[config.mk]
export PLATFORM = sky130hd
export DESIGN_NAME = plab2_proc_intr_req_queue
export DESIGN_NICKNAME = d
export VERILOG_FILES = /design/src/rtl/plab2_proc_intr_req_queue.sv
export SDC_FILE = /design/constraint.sdc
export NUM_CORES = 1
export LEC_CHECK = 0
export CAP_MARGIN = 10
export CORE_MARGIN = 2
export CORE_UTILIZATION = 57
export CTS_BUF_LIST = sky130_fd_sc_hd__clkbuf_16
export DETAILED_ROUTE_END_ITERATION = 10
export PLACE_DENSITY_LB_ADDON = 0.05
export REMOVE_ABC_BUFFERS = 1
export SLEW_MARGIN = 20
export SYNTH_ARGS = -nofsm -noshare
export SYNTH_HDL_FRONTEND = slang
export SYNTH_SLANG_ARGS = --single-unit
[constraint.sdc]
create_clock -name clk -period 3.5 [get_ports clk]
set_input_delay 0.525 -clock clk [delete_from_list [all_inputs] [get_ports clk]]
set_output_delay 0.525 -clock clk [all_outputs]
set_load 0.01 [all_outputs]
[src/rtl/plab2_proc_intr_req_queue.sv]
// Per-core interrupt request front-end: cause FIFO plus rq/ack/val handshake
// toward the interrupt controller and val/rdy delivery back to the core.
//
// state    | meaning
// ---------+-----------------------------------------------------------
// IDLE     | nothing in flight; leave when the FIFO holds an entry
// REQ      | intr_rq high for the head entry until intr_ack is sampled
// WAIT_VAL | acked, waiting for intr_val; retry on timer expiry
// DELIVER  | dlv_val high with the head cause until the core takes it
module plab2_proc_intr_req_queue #(
    parameter int DEPTH   = 4,
    parameter int CAUSE_W = 8,
    parameter int TIMEOUT = 15
) (
    input  logic                     clk,
    input  logic                     reset,
    input  logic                     enq_val,
    output logic                     enq_rdy,
    input  logic [CAUSE_W-1:0]       enq_cause,
    input  logic                     prio_set,
    input  logic                     prio_clr,
    output logic                     intr_rq,
    output logic                     intr_set,
    input  logic                     intr_ack,
    input  logic                     intr_val,
    output logic                     dlv_val,
    input  logic                     dlv_rdy,
    output logic [CAUSE_W-1:0]       dlv_cause,
    output logic [$clog2(DEPTH):0]   count,
    output logic                     overflow,
    output logic                     timeout_err
);

    localparam int AW = $clog2(DEPTH);
    localparam int CW = AW + 1;

    typedef enum logic [1:0] {
        IDLE     = 2'd0,
        REQ      = 2'd1,
        WAIT_VAL = 2'd2,
        DELIVER  = 2'd3
    } state_t;

    state_t               state_q, state_d;
    logic [7:0]           timer_q, timer_d;
    logic                 timeout_hit;

    logic [CAUSE_W-1:0]   mem_q [DEPTH];
    logic [AW-1:0]        wr_ptr_q, rd_ptr_q;
    logic [CW-1:0]        count_q;
    logic                 overflow_q;
    logic                 timeout_err_q;
    logic                 intr_set_q;

    logic                 enq_fire;
    logic                 pop;

    assign enq_rdy  = (count_q != CW'(DEPTH));
    assign enq_fire = enq_val & enq_rdy;
    assign pop      = (state_q == DELIVER) & dlv_rdy;

    always_comb begin
        state_d     = state_q;
        timer_d     = timer_q;
        timeout_hit = 1'b0;
        case (state_q)
            IDLE: begin
                if (count_q != '0) begin
                    state_d = REQ;
                end
            end
            REQ: begin
                // ack takes precedence; a simultaneous intr_val is ignored here
                if (intr_ack) begin
                    state_d = WAIT_VAL;
                    timer_d = 8'd0;
                end
            end
            WAIT_VAL: begin
                if (intr_val) begin
                    state_d = DELIVER;
                end else if (timer_q == 8'(TIMEOUT - 1)) begin
                    state_d     = REQ;
                    timeout_hit = 1'b1;
                end else begin
                    timer_d = timer_q + 8'd1;
                end
            end
            DELIVER: begin
                if (dlv_rdy) begin
                    state_d = IDLE;
                end
            end
            default: begin
                state_d = IDLE;
            end
        endcase
    end

    always_ff @(posedge clk) begin
        if (reset) begin
            state_q <= IDLE;
            timer_q <= 8'd0;
        end else begin
            state_q <= state_d;
            timer_q <= timer_d;
        end
    end

    always_ff @(posedge clk) begin
        if (reset) begin
            wr_ptr_q <= '0;
            rd_ptr_q <= '0;
            count_q  <= '0;
        end else begin
            if (enq_fire) begin
                wr_ptr_q <= wr_ptr_q + 1'b1;
            end
            if (pop) begin
                rd_ptr_q <= rd_ptr_q + 1'b1;
            end
            if (enq_fire && !pop) begin
                count_q <= count_q + 1'b1;
            end else if (pop && !enq_fire) begin
                count_q <= count_q - 1'b1;
            end
        end
    end

    // Writes only land on free slots, so the head entry is never overwritten.
    always_ff @(posedge clk) begin
        if (enq_fire) begin
            mem_q[wr_ptr_q] <= enq_cause;
        end
    end

    always_ff @(posedge clk) begin
        if (reset) begin
            overflow_q    <= 1'b0;
            timeout_err_q <= 1'b0;
            intr_set_q    <= 1'b0;
        end else begin
            if (enq_val && !enq_rdy) begin
                overflow_q <= 1'b1;
            end
            if (timeout_hit) begin
                timeout_err_q <= 1'b1;
            end
            if (prio_clr) begin
                intr_set_q <= 1'b0;
            end else if (prio_set) begin
                intr_set_q <= 1'b1;
            end
        end
    end

    assign intr_rq     = (state_q == REQ);
    assign dlv_val     = (state_q == DELIVER);
    assign dlv_cause   = mem_q[rd_ptr_q];
    assign count       = count_q;
    assign overflow    = overflow_q;
    assign timeout_err = timeout_err_q;
    assign intr_set    = intr_set_q;

endmodule

==> impl_metrics.py, run 1 <==
metrics = {
    "run_status": {
        "outcome": "complete, no violations",
    },
    "power_and_ir_drop": {
        "p_sw_mw": 0.460,
        "sw_frac_of_total": 0.274,
        "comb_power_share": 0.231,
        "leakagePower_nw": 0.943,
        "p_seq_frac": 0.490,
        "totalPowerFinal_mw": 1.68,
        "internal-power_mw": 1.22,
        "pwr-share-clk": 0.279,
        "p_per_area_nw_per_um2": 604,
        "vdd_drop_max_uv": 339,
    },
    "floorplanning": {
        "dieArea_um2": 4540,
        "coreArea_um2": 3940,
        "die_y_um": 67.4,
        "ios": 33,
        "start_util": 0.581,
        "die_w_um": 67.4,
        "rows": 23,
    },
    "logic_synthesis": {
        "syn_area_per_cell_um2": 13.3,
        "synth_top_family_by_area": "simple AND/OR/NAND/NOR gates",
        "synth-xor-area-share": 0.0191,
        "syn-cell-area_um2": 2290,
        "synth_mux_area_frac": 0.0874,
        "yosys.area_share.simple": 0.134,
        "synth_fa_ha_area_frac": 0.0470,
        "netlist_top_cells_area": "edfxtp_1, dfxtp_1, mux4_2, ha_1, nand3_1",
        "synth-seq-cells": 54,
        "synth_cell_types": 38,
        "synth_top_area_frac": 0.419,
        "synth-seq-area-share": 0.612,
        "yosysWarnings": 0,
        "synth_compound_area_frac": 0.0710,
        "synth_cells": 172,
        "synth.largest_area_cell": "edfxtp_1",
    },
    "cells_and_area": {
        "area_growth_syn_to_layout_pct": 21.1,
        "layout_common_cells": "clkdlybuf4s50_1, edfxtp_1, dfxtp_1",
        "diodes": 0,
        "drive_gt1_frac": 0.0980,
        "postLayoutCoreUtil": 0.704,
        "final_nets": 227,
        "fin_cells": 254,
        "postLayoutCellArea_um2": 2770,
    },
    "clock_tree": {
        "cts_sinks": 54,
        "clockBufferDepth": 2,
        "cts_tree": "done",
        "numCtsBuffers": 5,
        "clk_latency_ns": 0.28,
        "clock-root-buffer": "clkbuf_16",
        "holdBufCountCts": 0,
        "h-tree-depth": 2,
        "ctsResizeCount": 0,
        "cts.clk_slew.worst_paths_ns": 0.06,
        "cts_setup_buffers": 0,
    },
    "timing": {
        "worstMarginPinSlew_ns": 0.762,
        "setup_ws_ns": 0.824,
        "finalClockSkew_ns": 0.00694,
        "slew_violations": 0,
        "hold-worst-slack_ns": 0.481,
        "post-route-min-period_ns": 2.68,
        "hold_viol": 0,
        "slew_headroom": 0.490,
        "fin_tns_setup_ns": 0,
        "setup_viol": 0,
        "finalCritPeriodShare": 0.764,
        "rsz0062_at_grt": "no",
        "fmax_mhz": 374,
    },
    "worst_setup_path": {
        "cp-end-kind": "flop",
        "path_max_fanout": 7,
        "crit_type": "input pin to flop",
        "max_stage_delay_ns": 0.49,
        "cpMaxStageDelayCell": "a21boi_1",
        "crit_chain": "clkdlybuf4s50_1 > a21boi_1 > ha_1 > inv_1 > fa_1 > xor2_1 > or3_1 > a21oi_1",
        "cp.required_ns": 3.69,
        "critPathArrivalTime_ns": 2.87,
        "crit_path_start_kind": "input pin",
    },
    "place": {
        "dp.cells": 246,
        "hpwl_um": 2680,
        "pre_cts_ws_ns": 0.545,
        "io_buffers": 32,
        "placed_area_um2": 2630,
        "gp_congestion": 0.865,
    },
    "global_route": {
        "grt_pass1_vias": 1416,
        "grt-ovfl-total": 0,
        "antenna_found_initial": 0,
        "grtUsageTotal": 0.193,
        "grt_first_pass_wirelength_um": 6430,
        "grt_max_degree": 22,
    },
    "min_path": {
        "min_path_type": "flop to flop",
    },
    "routing": {
        "avgRoutedWirePerCell_um": 15.4,
        "postRouteAntennaNets": 0,
        "drt-initial-drc-count": 111,
        "vias": 1429,
        "totalWireLength_um": 3910,
        "route.detailed.drc": 0,
        "firstDrtPassIters": 4,
        "viasPerCell": 5.63,
    },
    "flow_run": {
        "maxCapViolations": 0,
    },
}
-- kinds of logic (layout without fill, tap and decap cells) --
logic type,Yosys count,count (layout)
multiplexers,10,10
adder cells (fa/ha/maj),8,8
AO/OA/AOI/OAI,23,23
buffers and inverters,15,47
AND/OR/NAND/NOR,57,57
XOR/XNOR,5,5
flip-flops,54,54
-- layout make-up --
| type | count | area [µm²] |
|---|---|---|
| Clock buffer | 5 | 125 |
| Multi-Input combinational cell | 103 | 821 |
| Tap cell | 50 | 62.6 |
| Clock inverter | 3 | 17.5 |
| Timing Repair Buffer | 32 | 320 |
| Fill cell | 265 | 1170 |
| Inverter | 7 | 26.3 |
| Sequential cell | 54 | 1400 |
-- synth_stat cells, drive strengths merged --
library cell and instances:
a21boi 1, a21oi 7, a311oi 4, a31o 1
a31oi 6, a41oi 2, and2 6, buf 5
clkbuf 3, dfxtp 22, edfxtp 32, fa 1
ha 7, inv 7, mux2i 2, mux4 8
nand2 9, nand2b 3, nand3 10, nand4 4
nand4b 1, nor2 13, nor2b 2, nor3 1
nor4 1, nor4b 1, o211ai 1, o21ai 1
or2 1, or3 3, or3b 1, or4 1
xnor2 1, xor2 4
-- layer usage --
layer | part of all wire | vias to the layer above | track usage
met2 | 0.54 | 33 | 0.342
met5 | 0 | - | 0
met1 | 0.42 | 688 | 0.228
li1 | - | 706 | -
met4 | 0.0043 | 0 | 0.0893
met3 | 0.034 | 2 | 0.0367
-- worst max-delay path: cells and delay by family --
kind	cells	cell delay (ns)
adders and majority gates	2	0.66
and+or+nand+nor	1	0.31
buffers and inverters	2	0.54
AOI/OAI and AO/OA	2	0.65
xor gates and xnor gates	1	0.18
-- sequential cells by signal, summed over array words and instances (netlist names), named ones only --
register and cells:
mem_q 32, count 3, intr_set 1, wr_ptr_q 2, overflow 1, timer_q 8, rd_ptr_q 2, state_q 2
timeout_err 1
-- final timing paths --
check        slack, ns        to  cells past startpoint  startpoint
min               0.48  overflow                      2    overflow
min reg2reg       0.48  overflow                      2    overflow
max reg2reg       1.03  count[2]                      8    count[0]
max               0.82  count[2]                      8     enq_val
-- power groups by stage --
stage          Sequential, mW  Combinational [mW]  Clock, mW
2_1_floorplan           0.825               0.221          0
3_3_place_gp            0.828               0.376          0
3_5_place_dp            0.834               0.387          0
4_1_cts                 0.821               0.392      0.483
5_1_grt                 0.831               0.431      0.502
6_report                0.821               0.387      0.468
(Power assumes the default switching activity.)
==> inputs of run 2 (changes only) <==
--- a/config.mk
+++ b/config.mk
@@ -7,7 +7,7 @@
 export LEC_CHECK = 0
 export CAP_MARGIN = 10
 export CORE_MARGIN = 2
-export CORE_UTILIZATION = 57
+export CORE_UTILIZATION = 48
 export CTS_BUF_LIST = sky130_fd_sc_hd__clkbuf_16
 export DETAILED_ROUTE_END_ITERATION = 10
 export PLACE_DENSITY_LB_ADDON = 0.05
==> constraint.sdc (replaced) <==
create_clock -name clk -period 2.15 [get_ports clk]
set_input_delay 0.3225 -clock clk [delete_from_list [all_inputs] [get_ports clk]]
set_output_delay 0.3225 -clock clk [all_outputs]
set_load 0.01 [all_outputs]
==> run 2 against run 1 <==
  * Sequential cell count did not move
  * Largest power group unchanged
  * Critical endpoint is now dlv_cause[7]
  * Cell area up 4.9%
  * Highest routed layer unchanged
  * Via count is 4.5% higher
  * Clock skew shrank 0.0042 ns
==> impl_metrics.py, run 2 (synthesis gave the netlist of run 1 again) <==
metrics = {
    "timing": {
        "post-route-min-period_ns": 2.09,
        "hold_viol": 0,
        "finalClockSkew_ns": 0.00272,
        "slew_violations": 0,
        "worstMarginPinSlew_ns": 0.783,
        "hold-worst-slack_ns": 0.477,
        "fmax_mhz": 479,
        "rsz0062_at_grt": "no",
        "slew_headroom": 0.476,
        "finalCritPeriodShare": 0.971,
        "setup_viol": 0,
    },
    "worst_setup_path": {
        "max_stage_delay_ns": 0.50,
        "reg2reg_setup_slack_ns": 0.18,
        "critPathArrivalTime_ns": 1.76,
        "cpMaxStageDelayCell": "mux4_2",
        "cp.required_ns": 1.83,
        "rr_worst_depth": 8,
        "crit_path_start_kind": "flop",
        "crit_buf_inv": 2,
        "crit_chain": "buf_6 > mux4_2 > clkdlybuf4s50_1",
        "cp.depth": 3,
        "crit_type": "flop to output pin",
        "cp-end-kind": "output pin",
        "crit_family": "buffers and inverters",
        "reg2reg_from": "count[1]",
        "path_max_fanout": 8,
    },
    "cells_and_area": {
        "postLayoutCellArea_um2": 2910,
        "final_nets": 239,
        "largest_reg_flops": 32,
        "multi_input_area_um2": 825,
        "regArea_um2": 1400,
        "top_register": "mem_q",
        "layout_common_cells": "edfxtp_1, clkdlybuf4s50_1, dfxtp_1",
        "area_growth_syn_to_layout_pct": 27.0,
        "fillers": 359,
        "diodes": 0,
        "drive_gt1_frac": 0.157,
        "final_common_cell": "edfxtp_1",
        "postLayoutCoreUtil": 0.624,
    },
    "floorplanning": {
        "die_y_um": 73.1,
        "die_w_um": 73.1,
        "start_util": 0.492,
        "dieArea_um2": 5340,
        "rows": 25,
        "coreArea_um2": 4660,
        "ios": 33,
    },
    "clock_tree": {
        "numCtsBuffers": 5,
        "clk_latency_ns": 0.28,
        "clock-root-buffer": "clkbuf_16",
        "clockBufferDepth": 2,
        "cts_sinks": 54,
        "h-tree-depth": 2,
        "cts.clk_slew.worst_paths_ns": 0.07,
        "cts_tree": "done",
        "holdBufCountCts": 0,
    },
    "global_route": {
        "grt-ovfl-total": 0,
        "grt_pass1_vias": 1437,
        "grt_max_degree": 22,
        "grtUsageTotal": 0.166,
        "grt_first_pass_wirelength_um": 6690,
        "antenna_found_initial": 0,
    },
    "routing": {
        "route.detailed.drc": 0,
        "viasPerCell": 5.53,
        "drt-initial-drc-count": 73,
        "totalWireLength_um": 4100,
        "avgRoutedWirePerCell_um": 15.2,
        "firstDrtPassIters": 4,
        "vias": 1494,
        "postRouteAntennaNets": 0,
    },
    "min_path": {
        "worstHoldStart": "overflow",
        "min_path_cells": 2,
        "min_path_type": "flop to flop",
    },
    "place": {
        "io_buffers": 32,
        "gp_congestion": 0.854,
        "hpwl_um": 2790,
        "placed_area_um2": 2730,
    },
    "power_and_ir_drop": {
        "vdd_drop_max_uv": 494,
        "p_per_area_nw_per_um2": 1010,
        "leakagePower_nw": 1.04,
    },
    "run_status": {
        "outcome": "complete, no violations",
    },
    "flow_run": {
        "maxCapViolations": 0,
    },
}
## run 2: changes by cell type in the layout (fill, tap and decap cells not counted), sizes merged
cell           change
clkinv             -2
dlymetal6s2s       +3
clkinvlp           +1
clkdlybuf4s50      -3
buf               +12
bufinv             +1
## run 2: per-layer routing
layer | part of all wire | vias to the layer above | wire [µm] | track usage
met5 | 0 | - | 0 | 0
met4 | 0.017 | 0 | 70 | 0.0700
met3 | 0.045 | 8 | 186 | 0.0442
met2 | 0.50 | 47 | 2030 | 0.274
met1 | 0.44 | 713 | 1810 | 0.205
li1 | - | 726 | - | -
## run 2: report_power, final
group	internal [mW]	leakage, nW	switching [mW]
Clock	0.545	0.0812	0.342
Combinational	0.377	0.486	0.341
Sequential	1.23	0.473	0.0942
Total	2.15	1.04	0.777
## run 2: repair_timing
item	CTS	global route
setup endpoints to repair	2	4
buffers inserted	0	0
pin swaps	0	0
resized for setup	1	5
## run 2: final timing paths
path,to
worst max-delay path,dlv_cause[7]
worst min-delay path,overflow
worst max register to register,count[2]
worst min register to register,overflow
## run 2: through the flow
stage / cells / power [mW] / setup WS [ns] / setup TNS, ns
CTS: 270 / 2.96 / 0.0177 / 0
global placement: 262 / 2.04 / -0.114 / -0.114
floorplan: 164 / 1.70 / -0.0767 / -0.0767
global route: 270 / 3.08 / 0.00474 / 0
detailed placement: 262 / 2.06 / -0.219 / -0.219
finish: 270 / 2.93 / 0.0626 / 0
## run 2: area by class of cell
| type | instances | area share |
|---|---|---|
| flip-flops and latches | 54 | 0.482 |
| multi-input cells | 103 | 0.283 |
| repair buffers | 44 | 0.145 |
| clock buffers | 5 | 0.0430 |
| well taps | 54 | 0.0232 |
| clock inverters | 3 | 0.0142 |
| inverters | 7 | 0.00903 |
## run 2: worst min-delay path, stage by stage, from the launching register on
cell	delay (ns)
dfxtp_1	0.33
a31oi_1	0.04
nor2_1	0.07
==> inputs of run 3 (changes only) <==
--- a/config.mk
+++ b/config.mk
@@ -11,7 +11,6 @@
 export CTS_BUF_LIST = sky130_fd_sc_hd__clkbuf_16
 export DETAILED_ROUTE_END_ITERATION = 10
 export PLACE_DENSITY_LB_ADDON = 0.05
-export REMOVE_ABC_BUFFERS = 1
 export SLEW_MARGIN = 20
 export SYNTH_ARGS = -nofsm -noshare
 export SYNTH_HDL_FRONTEND = slang
==> run 3 against run 2 <==
  * First-iteration DRC count fell by 9.6%
  * Sequential share of layout area fell by 0.56 points
  * Core utilization rose by 0.67 points
  * Sequential power barely moved
  * Cell area rose by 1.1%
==> impl_metrics.py, run 3 (synthesis gave the netlist of run 1 again) <==
metrics = {
    "timing": {
        "fin_tns_setup_ns": 0,
        "setup_viol": 0,
        "worstMarginPinSlew_ns": 0.465,
        "slew_violations": 0,
        "finalCritPeriodShare": 0.964,
        "finalClockSkew_ns": 0.00354,
        "hold_viol": 0,
        "setup_ws_ns": 0.0777,
        "fmax_mhz": 483,
        "rsz0062_at_grt": "no",
        "post-route-min-period_ns": 2.07,
        "slew_headroom": 0.687,
    },
    "worst_setup_path": {
        "critPathArrivalTime_ns": 1.75,
        "cpMaxStageDelayCell": "mux4_2",
        "path_max_fanout": 8,
        "crit_chain": "buf_6 > mux4_2 > clkdlybuf4s50_1",
        "cp.required_ns": 1.83,
        "cp-end-kind": "output pin",
        "crit_type": "flop to output pin",
        "crit_path_start_kind": "flop",
        "max_stage_delay_ns": 0.50,
    },
    "cells_and_area": {
        "largest_reg_flops": 32,
        "final_common_cell": "edfxtp_1",
        "diodes": 0,
        "drive_gt1_frac": 0.168,
        "layout_common_cells": "edfxtp_1, clkdlybuf4s50_1, dfxtp_1",
        "fillers": 367,
        "final_nets": 243,
        "area_growth_syn_to_layout_pct": 28.3,
        "top_register": "mem_q",
    },
    "clock_tree": {
        "numCtsBuffers": 5,
        "cts_tree": "done",
        "h-tree-depth": 2,
        "cts_sinks": 54,
        "clock-root-buffer": "clkbuf_16",
        "cts.clk_slew.worst_paths_ns": 0.06,
        "clockBufferDepth": 2,
        "clk_latency_ns": 0.28,
    },
    "power_and_ir_drop": {
        "p_per_area_nw_per_um2": 995,
        "pwr-share-clk": 0.300,
        "comb_power_share": 0.247,
        "p_sw_mw": 0.764,
        "leakagePower_nw": 1.07,
        "sw_frac_of_total": 0.261,
        "internal-power_mw": 2.16,
        "p_seq_frac": 0.453,
        "vdd_drop_max_uv": 639,
    },
    "global_route": {
        "antenna_found_initial": 0,
        "grt-ovfl-total": 0,
        "grt_max_degree": 17,
        "grt_first_pass_wirelength_um": 7000,
        "grtUsageTotal": 0.172,
        "grt_pass1_vias": 1522,
    },
    "floorplanning": {
        "dieArea_um2": 5340,
        "die_w_um": 73.1,
        "ios": 33,
        "rows": 25,
        "die_y_um": 73.1,
        "start_util": 0.492,
        "coreArea_um2": 4660,
    },
    "place": {
        "pre_cts_ws_ns": -0.175,
        "hpwl_um": 2990,
        "io_buffers": 32,
        "gp_congestion": 0.788,
    },
    "min_path": {
        "min_path_type": "flop to flop",
    },
    "routing": {
        "route.detailed.drc": 0,
        "drt-initial-drc-count": 66,
        "avgRoutedWirePerCell_um": 15.3,
        "vias": 1495,
        "postRouteAntennaNets": 0,
        "viasPerCell": 5.46,
        "totalWireLength_um": 4200,
        "firstDrtPassIters": 5,
    },
    "logic_synthesis": {
        "syn_nets": 196,
    },
    "run_status": {
        "outcome": "complete, no violations",
    },
    "flow_run": {
        "maxCapViolations": 0,
    },
}
==> run 3: cell type report <==
cell class	instances	area [µm²]	share of cell area
clock buffer	5	125	0.0426
inverter	7	26.3	0.00894
tap	54	67.6	0.0230
multi-input combinational	103	825	0.280
sequential	54	1400	0.477
clock inverter	3	41.3	0.0140
timing repair buffer	48	454	0.154
==> run 3: metrics by stage <==
step                instance area (µm²)  total power, mW  hold slack (ns)  cells  utilization
floorplan                          2290             1.74            0.395    172            -
global placement                   2730             2.05            0.453    262        0.586
detailed placement                 2730             2.07            0.478    262        0.586
CTS                                2900             2.96            0.494    270        0.622
global route                       2940             3.08            0.502    274        0.631
finish                             2940             2.92            0.491    274        0.631
==> run 3: final timing paths <==
path | to | cells after the start | slack, ns | start
min reg2reg | overflow | 2 | 0.49 | overflow
max reg2reg | count[2] | 8 | 0.15 | count[0]
max | dlv_cause[5] | 3 | 0.08 | flop
min | overflow | 2 | 0.49 | overflow
==> run 3: worst max-delay path, delay by kind of cell, from the launching register on <==
family / cells / cell delay [ns]
buffers and inverters: 2 / 0.64
multiplexers: 1 / 0.50
flip-flops: 1 / 0.33
==> run 3: power by group through the flow <==
stage,sequential (mW),combinational [mW],clock (mW)
6_report,1.33,0.722,0.877
5_1_grt,1.35,0.803,0.930
4_1_cts,1.33,0.731,0.901
3_5_place_dp,1.35,0.724,0
3_3_place_gp,1.34,0.706,0
2_1_floorplan,1.32,0.423,0
==> run 3: what timing repair did <==
action / 4_1_cts / 5_1_grt
buffers inserted: 0 / 4
cloned: 0 / 0
gates resized for setup: 1 / 4
hold buffers: 0 / 0
setup endpoints to repair: 7 / 7
==> run 3: metal layers <==
metal / wire [µm] / share of wire / GRT usage
met5: 0 / 0 / 0
met4: 33 / 0.0079 / 0.0617
met3: 203 / 0.048 / 0.0442
met2: 2160 / 0.51 / 0.297
met1: 1810 / 0.43 / 0.206
